**src/rtl/vga_timing_pkg.sv**
```systemverilog
// vga_timing_pkg: 640x480@60 timing defaults, checker FSM states
// and err_code bit positions shared by the VGA sync checker.
package vga_timing_pkg;

   localparam int CNT_W           = 10;

   localparam int DEF_H_TOTAL     = 800;
   localparam int DEF_H_SYNC      = 96;
   localparam int DEF_V_TOTAL     = 525;
   localparam int DEF_V_SYNC      = 2;
   localparam int DEF_LOCK_FRAMES = 2;

   localparam int ERR_LINE  = 0;
   localparam int ERR_HSYNC = 1;
   localparam int ERR_FRAME = 2;

   typedef enum logic [1:0] {
      SEARCH = 2'd0,
      CHECK  = 2'd1,
      LOCKED = 2'd2
   } state_e;

endpackage

```
**src/rtl/sync_period_meter.sv**
```systemverilog
// sync_period_meter: counts ticks between falling edges of an active-low
// sync and exposes the running count plus edge strobes.
// Ports: clk, reset (sync, active high); tick (count enable);
// level (sync level, sampled on tick); cnt (ticks since last fall,
// saturating); len (cnt+1, i.e. period at fall / low width at rise);
// fall, rise (edge strobes, valid in the tick cycle).
module sync_period_meter
   import vga_timing_pkg::*;
(
   input  logic             clk,
   input  logic             reset,
   input  logic             tick,
   input  logic             level,
   output logic [CNT_W-1:0] cnt,
   output logic [CNT_W-1:0] len,
   output logic             fall,
   output logic             rise
);

   logic level_r;

   // level_r idles high so a sync already low out of reset reads as an edge
   assign fall = tick & level_r & ~level;
   assign rise = tick & ~level_r & level;
   assign len  = cnt + CNT_W'(1);

   always_ff @(posedge clk) begin
      if (reset) begin
         level_r <= 1'b1;
         cnt     <= '0;
      end else if (tick) begin
         level_r <= level;
         if (fall)
            cnt <= '0;
         else if (cnt != '1)
            cnt <= len;
      end
   end

endmodule

```
**config.mk**
```make
export PLATFORM = sky130hd
export DESIGN_NAME = sync_period_meter
export DESIGN_NICKNAME = d
export VERILOG_FILES = /design/src/rtl/vga_timing_pkg.sv /design/src/rtl/sync_period_meter.sv
export SDC_FILE = /design/constraint.sdc
export NUM_CORES = 1
export LEC_CHECK = 0
export ABC_AREA = 1
export CAP_MARGIN = 20
export CORE_MARGIN = 4
export CORE_UTILIZATION = 43
export CTS_CLUSTER_SIZE = 40
export DETAILED_ROUTE_END_ITERATION = 12
export MAX_ROUTING_LAYER = met4
export PLACE_DENSITY = 0.88
export SYNTH_ARGS = -nofsm -noshare
export SYNTH_HDL_FRONTEND = slang
export SYNTH_SLANG_ARGS = --single-unit
```
**constraint.sdc**
```tcl
create_clock -name clk -period 1.5 [get_ports clk]
set_input_delay 0.375 -clock clk [delete_from_list [all_inputs] [get_ports clk]]
set_output_delay 0.375 -clock clk [all_outputs]
set_load 0.005 [all_outputs]
```
==> results, run 1 <==
- The run stopped with a tool error.
- The stage where the run ended is clock tree synthesis.
- The first error in the log reads "[ERROR DPL-0033] detailed placement checks failed during check placement".
- The count of buffers added on input and output ports is 25.
- The cell area after placement is about 1200 um^2.
- In this run the post-CTS setup repair buffer count came out at 24.
- The area of the mapped netlist is 724 um^2.
- The final weighted congestion of routability-driven global placement is between 0.8 and 0.9.
- Sorting the synthesized cells by area gives the leading types as sky130_fd_sc_hd__dfxtp_1 30%, sky130_fd_sc_hd__nand2_1 16%, sky130_fd_sc_hd__inv_1 8.3%.
- The count of distinct cell types in the synthesized netlist is 19.
- Counting every net in the synthesized netlist gives ~120.
- Synthesis produced roughly 110 cells.
- The maximum clock insertion buffer count is 2.
- After synthesis, the largest area contributor takes up 30.4% of total cell area.
- The maximum level of the CTS H-tree is 1.
- The master cell of the clock root buffer is sky130_fd_sc_hd__clkbuf_4.
- The synthesized design contains 11 register bits.
- The horizontal extent of the die is around 50 um.
- The boundary pin count is 26.
- In this run the core area contains 14 standard-cell rows.
- The mean instance size in the synthesized netlist is between 6 and 7 um^2.
- In this run, CTS created clock tree buffers numbering 3.
- The clock drives 11 sinks.
- The Yosys step of the flow raised 0 warnings.
- In this run the vertical extent of the chip is between 40 and 50 um.
- For this configuration, the core starts out at a cell density of ~47%.
- sky130_fd_sc_hd__dfxtp_1 takes more of the synthesized area than any other cell.
- The share of the yosys chip area belonging to registers is 30.4%.
- In this run, post-CTS hold repair placed 0 buffers.
- Detailed placement ended at an HPWL of about 1800 um.
- The number of gates resized after cts is ~120.
-- Yosys cell counts (all sizes together) --
cell	n
nor2	20
and2	3
nand3	10
dfxtp	11
buf	2
o21ai	5
a21oi	7
o211ai	1
inv	17
ha	1
o21bai	1
xor2	3
nand2	32
-- kinds of logic after synthesis --
kind of cell               Yosys count  share of synthesized area (%)
buffers and inverters               19                           11.9
and+or+nand+nor                     65                           40.9
AOI/OAI and AO/OA                   14                           11.4
adders and majority gates            1                           1.73
xor gates and xnor gates             3                           3.63
DFF                                 11                           30.4
-- per-stage QoR --
step	worst slack [ns]	utilization, %	instances
floorplan	0.0293	-	113
global placement	-0.464	76.7	180
detailed placement	-0.501	76.7	180
==> inputs of run 2 (changes only) <==
--- a/config.mk
+++ b/config.mk
@@ -7,12 +7,10 @@
 export LEC_CHECK = 0
 export ABC_AREA = 1
 export CAP_MARGIN = 20
-export CORE_MARGIN = 4
-export CORE_UTILIZATION = 43
-export CTS_CLUSTER_SIZE = 40
+export CORE_AREA = 4 4 65 67
 export DETAILED_ROUTE_END_ITERATION = 12
-export MAX_ROUTING_LAYER = met4
-export PLACE_DENSITY = 0.88
+export DIE_AREA = 0 0 69 71
+export PLACE_DENSITY_LB_ADDON = 0.15
 export SYNTH_ARGS = -nofsm -noshare
 export SYNTH_HDL_FRONTEND = slang
 export SYNTH_SLANG_ARGS = --single-unit
==> run 2 against run 1 <==
  * The flow now finishes, with violations (negative setup slack)
  * Area after synthesis unchanged
  * Synthesized cell count stayed put
==> results, run 2 <==
- The synthesized netlist devotes under 10% of its cell area to adder and majority cells.
- The maximum clock insertion buffer count is 2.
- The total of endpoints with negative setup slack in the final report is 10.
- Between clock sinks in the finished design, the worst skew comes to between 0.003 and 0.004 ns.
- met2 is the most crowded layer.
- The number of antenna repair diodes is 0.
- The share of total power consumed by net switching is 29.5%.
- The combinational family with the most area after synthesis is simple AND/OR/NAND/NOR gates.
- In the post-route analysis, the smallest setup slack over all paths is -0.204 ns.
- TritonCTS created 3 clock buffers.
- The data arrival time of the worst path is around 1.3 ns.
- The number of cells on the worst reg-to-reg path is 13.
- The boundary pin count is 26.
- Traced cell by cell, the critical path runs through ha_4, nand3_4, nor2_4, nand2_1, nand2_1, and2_1, buf_2.
- Using the TritonRoute via totals, the vias-per-cell ratio works out to ~4.
- In the routed design, unresolved DRC markers number 0.
- The largest registers in the layout are cnt x10, level_r x1.
- The tightest slew margin relative to the limit is a little under nine tenths.
- The cell count of the worst hold path is 2.
- Power spread over the standard cell area amounts to 606 nW/um^2.
- In this run the number of H-tree levels came out at 1.
- The launch instance of the worst register-to-register path is cnt[0].
- The later pin in the worst-skew pair is clocked with a latency of approximately 0.24 ns.
- The share of the cycle needed by the critical path after routing is 114%.
- Together, buffers and inverters on the worst path number 1.
- In this run the static leakage power is between 0.8 and 0.9 nW.
- At the worst endpoint, the required time is roughly 1.1 ns.
- The kind of cell with the highest combined delay along the critical path is simple AND/OR/NAND/NOR gates.
- In this run, the number of DRC markers left after iteration 0 of detailed routing was 39.
- The final layout net count is approximately 200.
- The worst reg-to-reg setup slack is -0.18 ns.
- The most used flip-flop cell after synthesis is sky130_fd_sc_hd__dfxtp_1.
- OpenSTA, run right after detailed placement, puts the worst setup slack at -0.488 ns.
- Input and output buffers added on the ports amount to 25.
- Dividing the detail-routed wire length by the instance count gives about 11 um.
- Summed over all instances, the cell type with the most area after synthesis is sky130_fd_sc_hd__dfxtp_1.
- Setup repair after global routing could not meet its margin everywhere.
- The flow ran to the end, but the final reports show violations.
- In this run the vertical extent of the chip is between 70 and 80 um.
- The number of synthesis warnings is 0.
- For this run, global-route usage on met2 was measured as between 20% and 30%.
- The number of flops mapped to enable cells by yosys is 0.
- The final weighted congestion of routability-driven global placement is 0.762.
- The share of total power in the clock network is between 30% and 40%.
- The cell total after placement is 220.
- The number of standard cells in the layout, taps in and fillers out is around 240.
- The library cells used most frequently in the layout, excluding fill and tap cells, are 43 x sky130_fd_sc_hd__buf_4, 25 x sky130_fd_sc_hd__nand2_1, 15 x sky130_fd_sc_hd__dlygate4sd2_1.
- The post-synth net total is between 100 and 150.
- Of the post-synthesis cell area, the part taken by muxes is 0%.
- The library cell with the highest instance count after synthesis is sky130_fd_sc_hd__nand2_1.
- The final wirelength is around 2700 um.
- The clock sink count is 11.
- In this design, the critical path's most frequently occurring cell is sky130_fd_sc_hd__nand2_1.
- The wire-length estimate of the detail-placed layout is 1890 um.
- Of the total synthesized cell area, the portion taken by XOR and XNOR cells is roughly 3.6%.
- The largest individual stage delay along the critical path comes from the cell sky130_fd_sc_hd__dfxtp_4.
- The number of pins exceeding their max-slew limit in the final report is 0.
- The share of the core filled with cells is ~45%.
- The number of register bits inferred by synthesis is 11.
- The sequential cell fraction of total power is 34.0%.
- The beginning of the worst hold path is cnt[1].
- The transition time at the pin with the least slew margin is 0.216 ns.
- The number of placement rows is 22.
- A synthesized cell averages between 6 and 7 um^2.
- After synthesis, the most frequently instantiated cells are 31 x sky130_fd_sc_hd__nand2_1, 16 x sky130_fd_sc_hd__inv_1, 16 x sky130_fd_sc_hd__nor2_1.
- The mapped netlist covers 724 um^2.
- In this run the critical register-to-register path is captured at cnt[5].
- For hold timing, the worst endpoint is cnt[1].
- In this run the worst path has a maximum fanout of 4.
- For this configuration, the core starts out at a cell density of between 15 and 20%.
- Summing over every cut layer, the via total after detailed routing is around 1000.
- For this run the aggregate overflow at the end of global routing stands at 0.
- The commonest non-fill, non-tap cell in the layout is sky130_fd_sc_hd__buf_4.
- The internal power of the cells totals ~0.00070 W.
- Global routing consumed, over all layers together, about an eighth of the routing resources.
- The worst-case hold slack is approximately 0.54 ns.
- Entering global routing, the biggest net connects 9 pins.
- The met3 demand-to-capacity share in global routing is between 3 and 4%.
- The critical path is of the flop to output pin type.
- After clock tree synthesis, the clock-pin slew on the worst setup and hold paths is roughly 0.050 ns.
- The part of the total power dissipated in combinational logic is 33.8%.
- IR analysis of the VDD net gives a maximum drop of ~0.00026 V.
- The cts-stage hold buffer count is 0.
- The core region is 3630 um^2.
- The synthesized netlist devotes 40.9% of its cell area to simple gates.
- The worst setup path is captured at an output pin.
- The initial antenna violation count is 0.
- The global-route wire length before repair is just under 5000 um.
- By area the synthesized netlist is led by sky130_fd_sc_hd__dfxtp_1 30%, sky130_fd_sc_hd__nand2_1 16%, sky130_fd_sc_hd__inv_1 8.3%.
- The final hold violation count is 0.
- The final reports fail on negative setup slack.
- The share of the yosys chip area belonging to registers is a little under a third.
- The tightest min-delay check is of the flop to flop type.
- The share of synthesized flip-flops with an asynchronous set or reset is 0%.
- In the global route stage, met1 resource usage came out at about an eighth.
- The worst setup path is launched from a flop.
- Across the run, the number of max-cap violations was 0.
- The horizontal extent of the die is roughly 69 um.
- Before antenna repair, the detailed router went through 4 iterations.
- The die area is a little under 5000 um^2.
- The register with the most flip-flops in the layout has 10 of them.
- The switching power of the nets is 0.000291 W.
- The via count of the first global-routing pass is 1106.
- The count of distinct cell types in the synthesized netlist is 19.
- The top register by number of flip-flops is cnt.
- The biggest cell delay along the critical path is ~0.37 ns.
- The relative area change from synthesis to final layout is 125%.
- The routed design could run at a clock period as short as 1.70 ns.
- The synthesized netlist devotes 11.4% of its cell area to compound gates.
- The proportion of layout cells with a drive suffix above 1 is a little under three fifths.
- Of the post-synthesis cell area, the dominant cell type holds a little over 30%.
- The cell count after synthesis is approximately 110.
- The achievable clock frequency is roughly 0.59 GHz.
- The residual antenna-violating net count after detailed routing is 0.
- The root buffer cell chosen for the clock tree is sky130_fd_sc_hd__clkbuf_8.
- TritonCTS built the clock tree.
run 2: cells by family after synthesis:
logic type                 Yosys count
and+or+nand+nor                     65
buffers and inverters               19
AOI/OAI and AO/OA                   14
DFF                                 11
xor gates and xnor gates             3
adders and majority gates            1
run 2: stage by stage:
step	cell area, um^2	setup TNS, ns	power, W
2_1_floorplan	724	0	0.000438
3_3_place_gp	1290	-5.75	0.000618
3_5_place_dp	1290	-5.74	0.000620
4_1_cts	1580	-1.79	0.000976
5_1_grt	1630	-2.38	0.00105
6_report	1630	-1.52	0.000987
run 2: routing by layer:
layer	up-vias	part of all wire, %
li1	518	-
met1	451	41
met2	23	53
met3	9	3.5
met4	0	2.7
met5	-	0
run 2: worst min-delay path, cell delays in order (launching register included):
cell and delay, ns:
sky130_fd_sc_hd__dfxtp_4 0.36, sky130_fd_sc_hd__nor2_1 0.10, sky130_fd_sc_hd__nor2_1 0.05
run 2: final cells by class:
cell class,count,area [um^2]
fillers,396,2010
repair buffers,81,682
multi-input cells,83,537
flip-flops and latches,11,240
inverters,17,63.8
well taps,48,60.1
clock buffers,4,45.0
run 2: power groups by stage:
| stage | Combinational, W | Clock (W) | Sequential (W) |
|---|---|---|---|
| 2_1_floorplan | 0.0000969 | 0 | 0.000341 |
| 3_3_place_gp | 0.000283 | 0 | 0.000335 |
| 3_5_place_dp | 0.000286 | 0 | 0.000335 |
| 4_1_cts | 0.000319 | 0.000321 | 0.000336 |
| 5_1_grt | 0.000370 | 0.000339 | 0.000340 |
| 6_report | 0.000333 | 0.000318 | 0.000336 |
run 2: repair_timing:
| action | CTS | global route |
|---|---|---|
| setup endpoints to repair | 31 | 19 |
| buffers inserted | 22 | 4 |
| pin swaps | 19 | 20 |
| gates resized for setup | 90 | 17 |
run 2: how the worst max path moves through the flow:
stage / start / to / slack, ns / cells past startpoint
6_report: cnt[1] / len[8] / -0.20 / 7
4_1_cts: cnt[1] / len[8] / -0.24 / 7
3_3_place_gp: tick / fall / -0.48 / 4
3_5_place_dp: tick / fall / -0.49 / 4
5_1_grt: cnt[1] / len[8] / -0.29 / 7
2_1_floorplan: cnt[0] / len[8] / 0.03 / 6
No activity file was read; power rests on OpenSTA's default activity.
==> inputs of run 3 (changes only) <==
--- a/config.mk
+++ b/config.mk
@@ -10,7 +10,10 @@
 export CORE_AREA = 4 4 65 67
 export DETAILED_ROUTE_END_ITERATION = 12
 export DIE_AREA = 0 0 69 71
+export HOLD_SLACK_MARGIN = 0.05
 export PLACE_DENSITY_LB_ADDON = 0.15
+export RECOVER_POWER = 100
+export SKIP_CTS_REPAIR_TIMING = 1
 export SYNTH_ARGS = -nofsm -noshare
 export SYNTH_HDL_FRONTEND = slang
 export SYNTH_SLANG_ARGS = --single-unit
==> run 3 against run 2 <==
  * The flow still finishes with violations (negative setup slack)
  * Cell area down 2.3%
  * Cell count down 4.1%
  * Largest cell class unchanged
  * Via count down 5.2%
  * Flip-flop and latch count unchanged
  * Critical path depth up 1
  * Clock power about the same
  * Sequential power about the same
==> results, run 3 (same netlist as run 2, synthesis figures left out) <==
- The flow ran to the end, but the final reports show violations.
- The checks that failed: negative setup slack.
- The post-route clock skew is slightly above 0.004 ns.
- The total routing resource utilization after global routing is 10.4%.
- The number of pins exceeding their max-slew limit in the final report is 0.
- The overall via count from detail_route is about 950.
- From bottom edge to top edge, the die measures 71 um.
- The remaining routing DRC violations is 0.
- In this run the number of H-tree levels came out at 1.
- The master cell of the clock root buffer is sky130_fd_sc_hd__clkbuf_8.
- For the pin with the worst max-slew slack, the measured transition is 0.290 ns.
- The share of the cycle needed by the critical path after routing is 118%.
- 0 antenna diodes ended up in the layout.
- After layout, the worst setup slack is -0.269 ns.
- For this run, the top clock speed supported by timing is ~0.57 GHz.
- The final weighted congestion of routability-driven global placement is approximately 0.76.
- Dividing the detail-routed wire length by the instance count gives 10.8 um.
- The beginning of the worst hold path is cnt[1].
- In the final layout, the registers with the most flip-flops are cnt x10, level_r x1.
- The data arrival time of the worst path is roughly 1.4 ns.
- In this run, placement finished with an instance count of 220.
- The worst register-to-register path begins at cnt[1].
- The flip-flop count of the largest register after layout is 10.
- The number of placement rows is 22.
- 26 I/O pins were placed.
- The clock network latency to the later pin of the worst-skew pair is between 0.2 and 0.25 ns.
- The initial antenna violation count is 0.
- Wires add up to 2520 um.
- The count of max-cap constraint violations is 0.
- The library cell used most frequently in the layout, excluding fill and tap cells, is sky130_fd_sc_hd__buf_4.
- The top cell types in the final layout, fill and taps aside, are 39 x sky130_fd_sc_hd__buf_4, 24 x sky130_fd_sc_hd__nand2_1, 17 x sky130_fd_sc_hd__dlymetal6s2s_1.
- The proportion of layout cells with a drive suffix above 1 is roughly 53%.
- The clock-pin slew on the worst setup and hold paths is 0.05 ns.
- The horizontal extent of the die is 69 um.
- The initial cell density of the core is around a fifth.
- The filler cell count in the final layout is between 300 and 400.
- No sink is reached through more buffers than the 2 on the longest clock path.
- The residual antenna-violating net count after detailed routing is 0.
- The leakage power figure is 0.968 nW.
- TritonCTS built the clock tree.
- For the worst setup path, the data required time is approximately 1.1 ns.
- The overall overflow remaining after global route is 0.
- The share of the core filled with cells is 43.8%.
- The clock period minus final worst setup slack is about 1.8 ns.
- The final hold violation count is 0.
- The die area is just under 5000 um^2.
- Buffers placed on the I/O ports in this run total 25.
- In the final design database the tool counted about 190 nets.
- The core region is ~3600 um^2.
- By startpoint and endpoint, the worst setup path is classified as flop to output pin.
- The HPWL after detailed placement is 1890 um.
- The min-delay analysis places its worst path in the category flop to flop.
- The start point of the critical path is cnt[1].
- The power per standard cell area is approximately 610 nW/um^2.
- Leaving out filler cells and counting taps, the final layout contains roughly 230.
- IR analysis of the VDD net gives a maximum drop of between 0.0002 and 0.00025 V.
- In the routed layout, each cell is associated on average with a via count of 4.06.
- The number of CTS-inserted buffers is 3.
- The clock sink count is 11.
- STA classifies the critical path endpoint as an output pin.
- The nature of the critical path startpoint is a flop.
- The final-layout setup total negative slack is -1.53 ns.
- Counting flops per register, the top entry is cnt.
- Of all nets on the critical path, the largest fanout is 4.
- Before antenna repair, the detailed router went through 4 iterations.
- The number of violations reported at the end of detailed-routing iteration 0 is 17.
- Setup repair after global routing could not meet its margin everywhere.
- The via count of the first global-routing pass is 948.
- The relative area change from synthesis to final layout is 120%.
- The global-route wire length before repair is just over 4000 um.
- The total of endpoints with negative setup slack in the final report is 10.
- The pin count of the biggest net entering global routing is 9.
- In this run the tightest slew margin relative to its limit is approximately four fifths.
## run 3: changes by cell type in the layout (fill, tap and decap cells not counted), sizes merged
cell | before | now
buf | 64 | 50
clkbuf | 4 | 7
clkdlybuf4s15 | 1 | 0
clkdlybuf4s50 | 1 | 0
dlygate4sd2 | 15 | 0
dlygate4sd3 | 0 | 1
dlymetal6s2s | 0 | 17
## run 3: metrics by stage
| step | area, um^2 | setup WS (ns) | hold slack, ns | total power (W) |
|---|---|---|---|---|
| global placement | 1290 | -0.484 | 0.516 | 0.000618 |
| detailed placement | 1290 | -0.488 | 0.530 | 0.000620 |
| floorplan | 724 | 0.0293 | 0.489 | 0.000438 |
| global route | 1590 | -0.348 | 0.571 | 0.00103 |
| CTS | 1340 | -0.745 | 0.536 | 0.000937 |
| finish | 1590 | -0.269 | 0.538 | 0.000964 |
## run 3: area by class of cell
class / count / area [um^2] / share of cell area (%)
Inverter: 17 / 71.3 / 4.48
Multi-Input combinational cell: 83 / 532 / 33.4
Tap cell: 48 / 60.1 / 3.78
Timing Repair Buffer: 71 / 644 / 40.5
Clock buffer: 4 / 45.0 / 2.83
Sequential cell: 11 / 238 / 14.9
## run 3: where the power goes
| group | leakage (nW) | switching [W] | total [W] | internal (W) |
|---|---|---|---|---|
| registers | 0.0950 | 0.0000207 | 0.000336 | 0.000315 |
| logic | 0.850 | 0.000132 | 0.000312 | 0.000180 |
| clock network | 0.0228 | 0.000129 | 0.000317 | 0.000188 |
| total | 0.968 | 0.000282 | 0.000964 | 0.000682 |
## run 3: final timing paths
| path | endpoint | slack (ns) | depth (start not counted) |
|---|---|---|---|
| min | cnt[1] | 0.54 | 2 |
| max | len[8] | -0.27 | 8 |
| max reg2reg | cnt[3] | -0.01 | 11 |
| min reg2reg | cnt[1] | 0.54 | 2 |
## run 3: routing by layer
layer | vias to the layer above | wire length, um | global-route usage [%]
met5 | - | 0 | 0
met3 | 5 | 88 | 3.27
met4 | 0 | 44 | 5.86
li1 | 497 | - | -
met2 | 15 | 1290 | 17.7
met1 | 432 | 1090 | 11.4
## run 3: worst max-delay path, cell delays in order, from the launching register on
cell,delay [ns]
sky130_fd_sc_hd__dfxtp_4,0.37
sky130_fd_sc_hd__ha_4,0.16
sky130_fd_sc_hd__nand3_4,0.07
sky130_fd_sc_hd__nor2_4,0.12
sky130_fd_sc_hd__buf_6,0.11
sky130_fd_sc_hd__nand2_2,0.05
sky130_fd_sc_hd__nand2_2,0.06
sky130_fd_sc_hd__and2_4,0.14
sky130_fd_sc_hd__buf_6,0.08
